--- config.mk ---
export PLATFORM = sky130hd
export DESIGN_NAME = vram_bus_ctrl
export DESIGN_NICKNAME = d
export VERILOG_FILES = /design/src/rtl/vram_bus_ctrl.sv
export SDC_FILE = /design/constraint.sdc
export NUM_CORES = 1
export LEC_CHECK = 0
export BUFFER_PORTS_ARGS = -buffer_cell sky130_fd_sc_hd__buf_2
export CAP_MARGIN = 20
export CORE_ASPECT_RATIO = 1.5
export CORE_MARGIN = 10
export CORE_UTILIZATION = 47
export CTS_CLUSTER_DIAMETER = 50
export DETAILED_ROUTE_END_ITERATION = 12
export PLACE_DENSITY = 0.92
export SYNTH_ARGS = -nofsm -noshare
export SYNTH_HDL_FRONTEND = slang
export SYNTH_SLANG_ARGS = --single-unit
export TNS_END_PERCENT = 20
--- constraint.sdc ---
create_clock -name clock -period 1.75 [get_ports clock]
set_input_delay 0.175 -clock clock [delete_from_list [all_inputs] [get_ports clock]]
set_output_delay 0.175 -clock clock [all_outputs]
set_load 0.02 [all_outputs]
--- src/rtl/vram_bus_ctrl.sv ---
// Timed VRAM bus sequencer: SETUP -> STROBE -> HOLD phases around one read/write.
// Optional rsp_parity output enabled by defining VRAM_BUS_CTRL_PARITY_EN.
module vram_bus_ctrl #(
  parameter int unsigned SETUP_CYCLES  = 2,
  parameter int unsigned STROBE_CYCLES = 3,
  parameter int unsigned HOLD_CYCLES   = 1
) (
  input  logic        clock,
  input  logic        reset,
  input  logic        req_valid,
  output logic        req_ready,
  input  logic        req_write,
  input  logic [14:0] req_addr,
  input  logic        req_we_a,
  input  logic        req_we_b,
  input  logic [7:0]  req_wdata_a,
  input  logic [7:0]  req_wdata_b,
  output logic        rsp_valid,
  output logic [7:0]  rsp_rdata_a,
  output logic [7:0]  rsp_rdata_b,
`ifdef VRAM_BUS_CTRL_PARITY_EN
  output logic        rsp_parity,
`endif
  output logic        lvl_va_dir,
  output logic        lvl_vd_dir,
  output logic        vrd_n,
  output logic        vawr_n,
  output logic        vbwr_n,
  output logic        va14,
  output logic [13:0] vaa,
  output logic [13:0] vab,
  output logic [7:0]  vda_o,
  output logic [7:0]  vdb_o,
  input  logic [7:0]  vda_i,
  input  logic [7:0]  vdb_i
);

  localparam int unsigned MAX_C = (SETUP_CYCLES > STROBE_CYCLES) ?
                                  ((SETUP_CYCLES > HOLD_CYCLES) ? SETUP_CYCLES : HOLD_CYCLES) :
                                  ((STROBE_CYCLES > HOLD_CYCLES) ? STROBE_CYCLES : HOLD_CYCLES);
  localparam int unsigned CW = (MAX_C < 2) ? 1 : $clog2(MAX_C + 1);

  typedef logic [CW-1:0] cnt_t;
  typedef enum logic [1:0] {S_IDLE, S_SETUP, S_STROBE, S_HOLD} state_t;

  state_t      r_state;
  state_t      w_state_nxt;
  cnt_t        r_cnt;
  cnt_t        w_cnt_nxt;
  logic        w_accept;
  logic        w_enter_strobe;
  logic        w_leave_strobe;
  logic        w_leave_hold;

  logic        r_write;
  logic        r_we_a;
  logic        r_we_b;
  logic        r_vrd_n;
  logic        r_vawr_n;
  logic        r_vbwr_n;
  logic        r_va14;
  logic [13:0] r_addr;
  logic [7:0]  r_vda_o;
  logic [7:0]  r_vdb_o;
  logic        r_vd_dir;
  logic        r_rsp_valid;
  logic [7:0]  r_rdata_a;
  logic [7:0]  r_rdata_b;

  always_comb begin
    w_state_nxt    = r_state;
    w_cnt_nxt      = r_cnt;
    w_accept       = 1'b0;
    w_enter_strobe = 1'b0;
    w_leave_strobe = 1'b0;
    w_leave_hold   = 1'b0;
    case (r_state)
      S_IDLE: begin
        if (req_valid) begin
          w_accept    = 1'b1;
          w_state_nxt = S_SETUP;
          w_cnt_nxt   = cnt_t'(SETUP_CYCLES - 1);
        end
      end
      S_SETUP: begin
        if (r_cnt == '0) begin
          w_enter_strobe = 1'b1;
          w_state_nxt    = S_STROBE;
          w_cnt_nxt      = cnt_t'(STROBE_CYCLES - 1);
        end else begin
          w_cnt_nxt = r_cnt - cnt_t'(1);
        end
      end
      S_STROBE: begin
        if (r_cnt == '0) begin
          w_leave_strobe = 1'b1;
          w_state_nxt    = S_HOLD;
          w_cnt_nxt      = cnt_t'(HOLD_CYCLES - 1);
        end else begin
          w_cnt_nxt = r_cnt - cnt_t'(1);
        end
      end
      default: begin
        if (r_cnt == '0) begin
          w_leave_hold = 1'b1;
          w_state_nxt  = S_IDLE;
        end else begin
          w_cnt_nxt = r_cnt - cnt_t'(1);
        end
      end
    endcase
  end

  always_ff @(posedge clock or posedge reset) begin
    if (reset) begin
      r_state <= S_IDLE;
      r_cnt   <= '0;
    end else begin
      r_state <= w_state_nxt;
      r_cnt   <= w_cnt_nxt;
    end
  end

  // Strobe registers change one edge ahead of the phase they belong to,
  // so the pins are low exactly while the FSM sits in STROBE.
  always_ff @(posedge clock or posedge reset) begin
    if (reset) begin
      r_write     <= 1'b0;
      r_we_a      <= 1'b0;
      r_we_b      <= 1'b0;
      r_vrd_n     <= 1'b1;
      r_vawr_n    <= 1'b1;
      r_vbwr_n    <= 1'b1;
      r_va14      <= 1'b0;
      r_addr      <= '0;
      r_vda_o     <= '0;
      r_vdb_o     <= '0;
      r_vd_dir    <= 1'b0;
      r_rsp_valid <= 1'b0;
      r_rdata_a   <= '0;
      r_rdata_b   <= '0;
    end else begin
      r_rsp_valid <= w_leave_hold;
      if (w_accept) begin
        r_write  <= req_write;
        r_we_a   <= req_we_a;
        r_we_b   <= req_we_b;
        r_va14   <= req_addr[14];
        r_addr   <= req_addr[13:0];
        r_vda_o  <= req_wdata_a;
        r_vdb_o  <= req_wdata_b;
        r_vd_dir <= req_write;
      end else if (r_state == S_IDLE) begin
        r_vd_dir <= 1'b0;
      end
      if (w_enter_strobe) begin
        if (r_write) begin
          r_vawr_n <= ~r_we_a;
          r_vbwr_n <= ~r_we_b;
        end else begin
          r_vrd_n <= 1'b0;
        end
      end
      if (w_leave_strobe) begin
        r_vrd_n  <= 1'b1;
        r_vawr_n <= 1'b1;
        r_vbwr_n <= 1'b1;
        if (!r_write) begin
          r_rdata_a <= vda_i;
          r_rdata_b <= vdb_i;
        end
      end
    end
  end

`ifdef VRAM_BUS_CTRL_PARITY_EN
  logic r_parity;
  always_ff @(posedge clock or posedge reset) begin
    if (reset) begin
      r_parity <= 1'b0;
    end else if (w_leave_strobe && !r_write) begin
      r_parity <= ^{vda_i, vdb_i};
    end
  end
  assign rsp_parity = r_parity;
`endif

  assign req_ready   = (r_state == S_IDLE);
  assign rsp_valid   = r_rsp_valid;
  assign rsp_rdata_a = r_rdata_a;
  assign rsp_rdata_b = r_rdata_b;
  assign lvl_va_dir  = 1'b1;
  assign lvl_vd_dir  = r_vd_dir;
  assign vrd_n       = r_vrd_n;
  assign vawr_n      = r_vawr_n;
  assign vbwr_n      = r_vbwr_n;
  assign va14        = r_va14;
  assign vaa         = r_addr;
  assign vab         = r_addr;
  assign vda_o       = r_vda_o;
  assign vdb_o       = r_vdb_o;

endmodule

=== Word-level counts from Yosys, hierarchy flattened ===
Cells that the tools add are included.

* Register bits: 59
* Memory bits (read-only): 0
* Logic and storage cells: 65
* Input bits: 53
* Memories: 0
* Latch bits: 0
* Bits in writable memories: 0

* Equality and inequality tests: 7
* Order comparisons: 0
* Muxes and demuxes: 26
* Divide/modulo/power cells: 0
* Bitwise gates (word level): 3
* Multiply operators: 0
* Reductions and logical operators: 12
* Shift operators: 0
* Add/sub/neg operators: 1

{| class="wikitable"
|+ Operators with widths
! cell !! number
|-
| 1-bit two-way mux || 17
|-
| 2-bit two-way mux || 7
|-
| 2-bit one-hot mux with 3 select lines || 2
|-
| 2-bit inequality test, second input constant || 4
|-
| 2-bit AND reduction || 4
|-
| 2-bit nonzero test || 4
|-
| 2-bit zero test || 2
|-
| 4-bit by 2-bit inequality test with 1-bit output, second input constant || 1
|-
| 4-bit AND reduction || 1
|-
| 1-bit inverter || 3
|-
| 3-bit OR reduction || 1
|-
| 2-bit by 1-bit equality test with 1-bit output, second input constant || 1
|-
| 2-bit equality test, second input constant || 1
|-
| 2-bit by 1-bit subtractor with 2-bit output, second input constant || 1
|}

=== Longest topological paths before layout ===
* Word-level depth: 5
* Mapped depth: 7
* Mapped depth without buffers: 5

=== Worst setup path after synthesis ===
OpenSTA, ideal clock, no wires.

* Kind: reg-to-reg
* Start point: reg r_state[0]
* End point: reg r_cnt[0]
* Slack: 0.004 ns
* Cell stages (with the launch flop): 6
* Arrival: 1.621 ns
* Period minus slack after synthesis: 1.746 ns
* Path through: dfrtp_1 -> inv_1 -> ha_1 -> nor2b_1 -> a21boi_0 -> mux2_2

* Word-level cells in the longest chain between the ends: 3
* Elaborated cells on any way between the ends: 7
* Those cells by class: 4 x eq/ne; 1 x mux; 2 x reduce/logical

{| class="wikitable"
|+ Ends and longest elaborated chain
! element !! RTL line !! RTL
|-
| from (decl) || 46 || <nowiki>state_t r_state;</nowiki>
|-
| from (signal assigned) || 119 || <nowiki>r_state <= w_state_nxt;</nowiki>
|-
| 2-bit zero test * || - ||
|-
| via req_ready || 11 || <nowiki>output logic req_ready,</nowiki>
|-
| 4-bit by 2-bit inequality test with 1-bit output (no source line) / 2-bit inequality test (equally long branches) || - ||
|-
| 2-bit AND reduction (no source line) || - ||
|-
| to (signal assigned) || 120 || <nowiki>r_cnt <= w_cnt_nxt;</nowiki>
|-
| to (decl) || 48 || <nowiki>cnt_t r_cnt;</nowiki>
|}

The timed path passes the listed nets; every way through them passes the cells marked *.
A chain may end at the register's enable or synchronous reset.

=== Worst setup path in the final report ===
* Start point: reg r_cnt[0]
* End point: reg r_rdata_a[0] (netlist: rsp_rdata_a[0])

* Word-level cells in the longest chain between the ends: 4

{| class="wikitable"
|+ Ends and longest elaborated chain
! element !! RTL line !! RTL
|-
| 2-bit zero test || 95 || <nowiki>if (r_cnt == '0) begin</nowiki>
|-
| 1-bit two-way mux || 95 ||
|-
| 1-bit two-way mux || 77 || <nowiki>case (r_state)</nowiki>
|-
| 2-bit AND reduction (no source line) || - ||
|-
| to (signal assigned) || 169 || <nowiki>r_rdata_a <= vda_i;</nowiki>
|-
| to (decl) || 67 || <nowiki>logic [7:0] r_rdata_a;</nowiki>
|}

Every way passes these cells.

==> impl_results.md <==
* Adder-Cell Fraction of Synth Area at 0.0566
* Max stage delay on crit path at 0.40 ns
* Post-synth EDFFs at 0
* Sequential share of the synthesized area at 0.558
* Area grow syn2layout at 31.1%
* Root Driver: clkbuf_8
* Worst-path clk slew at 0.07 ns
* DIE AREA at 9110 µm²
* Final ANT Viol Nets at 0
* Die height at 112 µm
* Drt pass-1 iters at 4
* CTS buffer count at 9
* Non-Filler Instances at 374
* Largest net degree at the start of global routing at 30
* Slew Limit Headroom at 0.630
* XOR/XNOR share of the synthesized area at 0
* Hold Path Depth at 2
* Fillers at 416
* Worst hold endpoint: rsp_rdata_b[5]
* Synth Flop Type: dfrtp_1
* CTS tree: yes
* Initial antenna violation count at 0
* Compound-Gate Fraction of Synth Area at 0.0373
* Worst EP required at 1.96 ns
* Row count at 33
* Commonest non-fill, non-tap cell in the layout: buf_2
* Worst reg2reg path startpoint: r_cnt[0]
* Port Buffers at 119
* Worst vdd ir at 1030 µV
* Max clock buf depth at 2
* Post-synthesis mux area share at 0.239
* CP arrival at 1.82 ns
* R2R Path End: rsp_rdata_a[0]
* Inserted Diodes at 0
* Vias in the first global route at 2055
* HPWL Detailed at 4930 µm
* Post-synth cell types at 30
* Post-synthesis cell count at 181
* Pleak at 0.00180 µW
* Post-synth top area cell: dfrtp_1
* Yosys top cell area share at 0.529
* Synth Register Bits at 59
* Critical path class: reg2reg
* # IOs at 121
* GPL Wtd Cong at 0.771
* Worst hold margin at 0.0751 ns
* Outcome: finished clean
* RSZ-0062 raised after global routing: false
* Largest family of logic cells by synthesized area: multiplexers
* CP max FO at 16
* Part of the cycle the worst path needs at 0.919
* H-tree depth at 3
* Clock skew at 0.00864 ns
* Most frequent cells in the layout: buf_2 (119), dfrtp_1 (56), mux2_2 (43)
* Initial Util at 0.483
* R2r setup slk at 0.14 ns
* Syn avg cell area at 14.6 µm²
* Area of the core at 5490 µm²
* Hold Crit Class: in2reg
* Layout cells sized above 1 at 0.678
* Final hold vios at 0
* Iter 0 DRT Violations at 52
* DIE WIDTH at 81.3 µm
* Final wirelength at 6170 µm
* CP Capture Type: flop
* DR vias at 1813
* Critical-path cell list: inv_1 -> ha_1 -> nor2b_4 -> nand2_4 -> mux2_4
* YS warnings at 0
* Slowest CP cell: dfrtp_1
* Clock sinks at 59
* Setup_tns at 0 ns
* Startpoint Class: flop
* MaxCap Viol Count at 0
* Power Dens Cells at 2160 nW/µm²
* Nets at 365
* Via-per-instance ratio at 4.85
* DR WL/cell at 16.5 µm
* First-pass GRT wire length at 9850 µm
* Total gr overflow at 0
* Highest clock rate at 622 MHz
* Worst r2r path cells at 5
* Drt drc at 0
* Ys async rst share at 1.00
* Post-Synth Simple-Gate Area at 0.0359
* HP Start: vdb_i[5]
* Syn_nets at 246
* Synth Cell Area at 2650 µm²
* GRT Total Usage at 0.137
* Fin crit period at 1.61 ns
* Placed Cells at 358
* # setup viols final at 0
* Slew of the pin with the lowest slew margin at 0.555 ns
* Crit path from: r_cnt[0]
* Ranking of synthesized cells by area: dfrtp_1 (53%), mux2_2 (18%), ha_1 (5.7%)
* Max-slew violations at 0
* Clock Latency Late Sink at 0.33 ns
==> report_power, final <==
part           total, µW  switching [µW]  internal [µW]
clock               1220             499            724
combinational       3800            2120           1680
sequential          2480             388           2100
total               7510            3010           4500
==> through the flow <==
stage / worst slack [ns] / total power (µW) / utilization / instance area, µm²
2_1_floorplan: 0.00438 / 5270 / - / 2650
3_3_place_gp: 0.108 / 6190 / 0.594 / 3260
3_5_place_dp: 0.0410 / 6350 / 0.594 / 3260
4_1_cts: 0.0230 / 7610 / 0.632 / 3470
5_1_grt: 0.0314 / 8010 / 0.633 / 3480
6_report: 0.141 / 7510 / 0.633 / 3480
==> cell families (layout without fill, tap and decap cells) <==
family,Yosys count,count (layout)
flops,59,59
mux,53,53
buf+inv,28,151
simple gates,15,15
compound gates,13,13
fa+ha+maj,12,12
other cells,1,1
==> final cells by class <==
type / count / area [µm²] / share of cell area
Sequential cell: 59 / 1480 / 0.426
Clock inverter: 4 / 50.0 / 0.0144
Inverter: 8 / 30.0 / 0.00864
Clock buffer: 11 / 151 / 0.0435
Timing Repair Buffer: 128 / 691 / 0.199
Multi-Input combinational cell: 94 / 987 / 0.284
Tap cell: 70 / 87.6 / 0.0252
==> cell usage after synthesis (2+ instances only) <==
master and count:
dfrtp_1 56, mux2_2 43, buf_4 15, ha_1 12, mux2_4 10, inv_1 8, buf_2 3, dfstp_2 3
nand2b_1 3, nor2_1 3, a21oi_1 2, a41oi_1 2, nand2_1 2, nor2b_1 2, o22a_1 2
==> state kept, by name (all words and copies together), names as in the netlist <==
name and count:
r_write 1, r_cnt 2, r_we_b 1, vdb_o 8, rsp_rdata_b 8, vbwr_n 1
lvl_vd_dir 1, r_state 2, rsp_rdata_a 8, vda_o 8, va14 1, vrd_n 1
vaa 14, r_we_a 1, vawr_n 1, rsp_valid 1
==> worst max-delay path by stage <==
stage                                 to  slack (ns)
final                     rsp_rdata_a[0]        0.14
after global routing      rsp_rdata_b[3]        0.03
after CTS                       r_cnt[1]        0.02
after detailed placement        r_cnt[1]        0.04
after global placement          r_cnt[1]        0.11
after floorplan                 r_cnt[0]       0.004
==> critical path, delay by kind of cell, from the launching register on <==
family	cells	cell delay, ns
adder cells (fa/ha/maj)	1	0.24
buffers and inverters	1	0.11
flip-flops	1	0.40
multiplexers	1	0.34
AND/OR/NAND/NOR	2	0.39
==> layer usage <==
layer | vias to the layer above | wire length (µm) | part of all wire | track usage
met5 | - | 0 | 0 | 0
met3 | 10 | 747 | 0.12 | 0.0684
met1 | 873 | 2080 | 0.34 | 0.133
li1 | 843 | - | - | -
met2 | 87 | 3220 | 0.52 | 0.235
met4 | 0 | 123 | 0.020 | 0.0591
==> what timing repair did <==
item,4_1_cts,5_1_grt
hold buffers,1,0
endpoints found under the setup margin,0,3
buffers inserted,0,0
gates resized for setup,0,3
hold endpoints to repair,21,0
No activity file was read; power rests on OpenSTA's default activity.
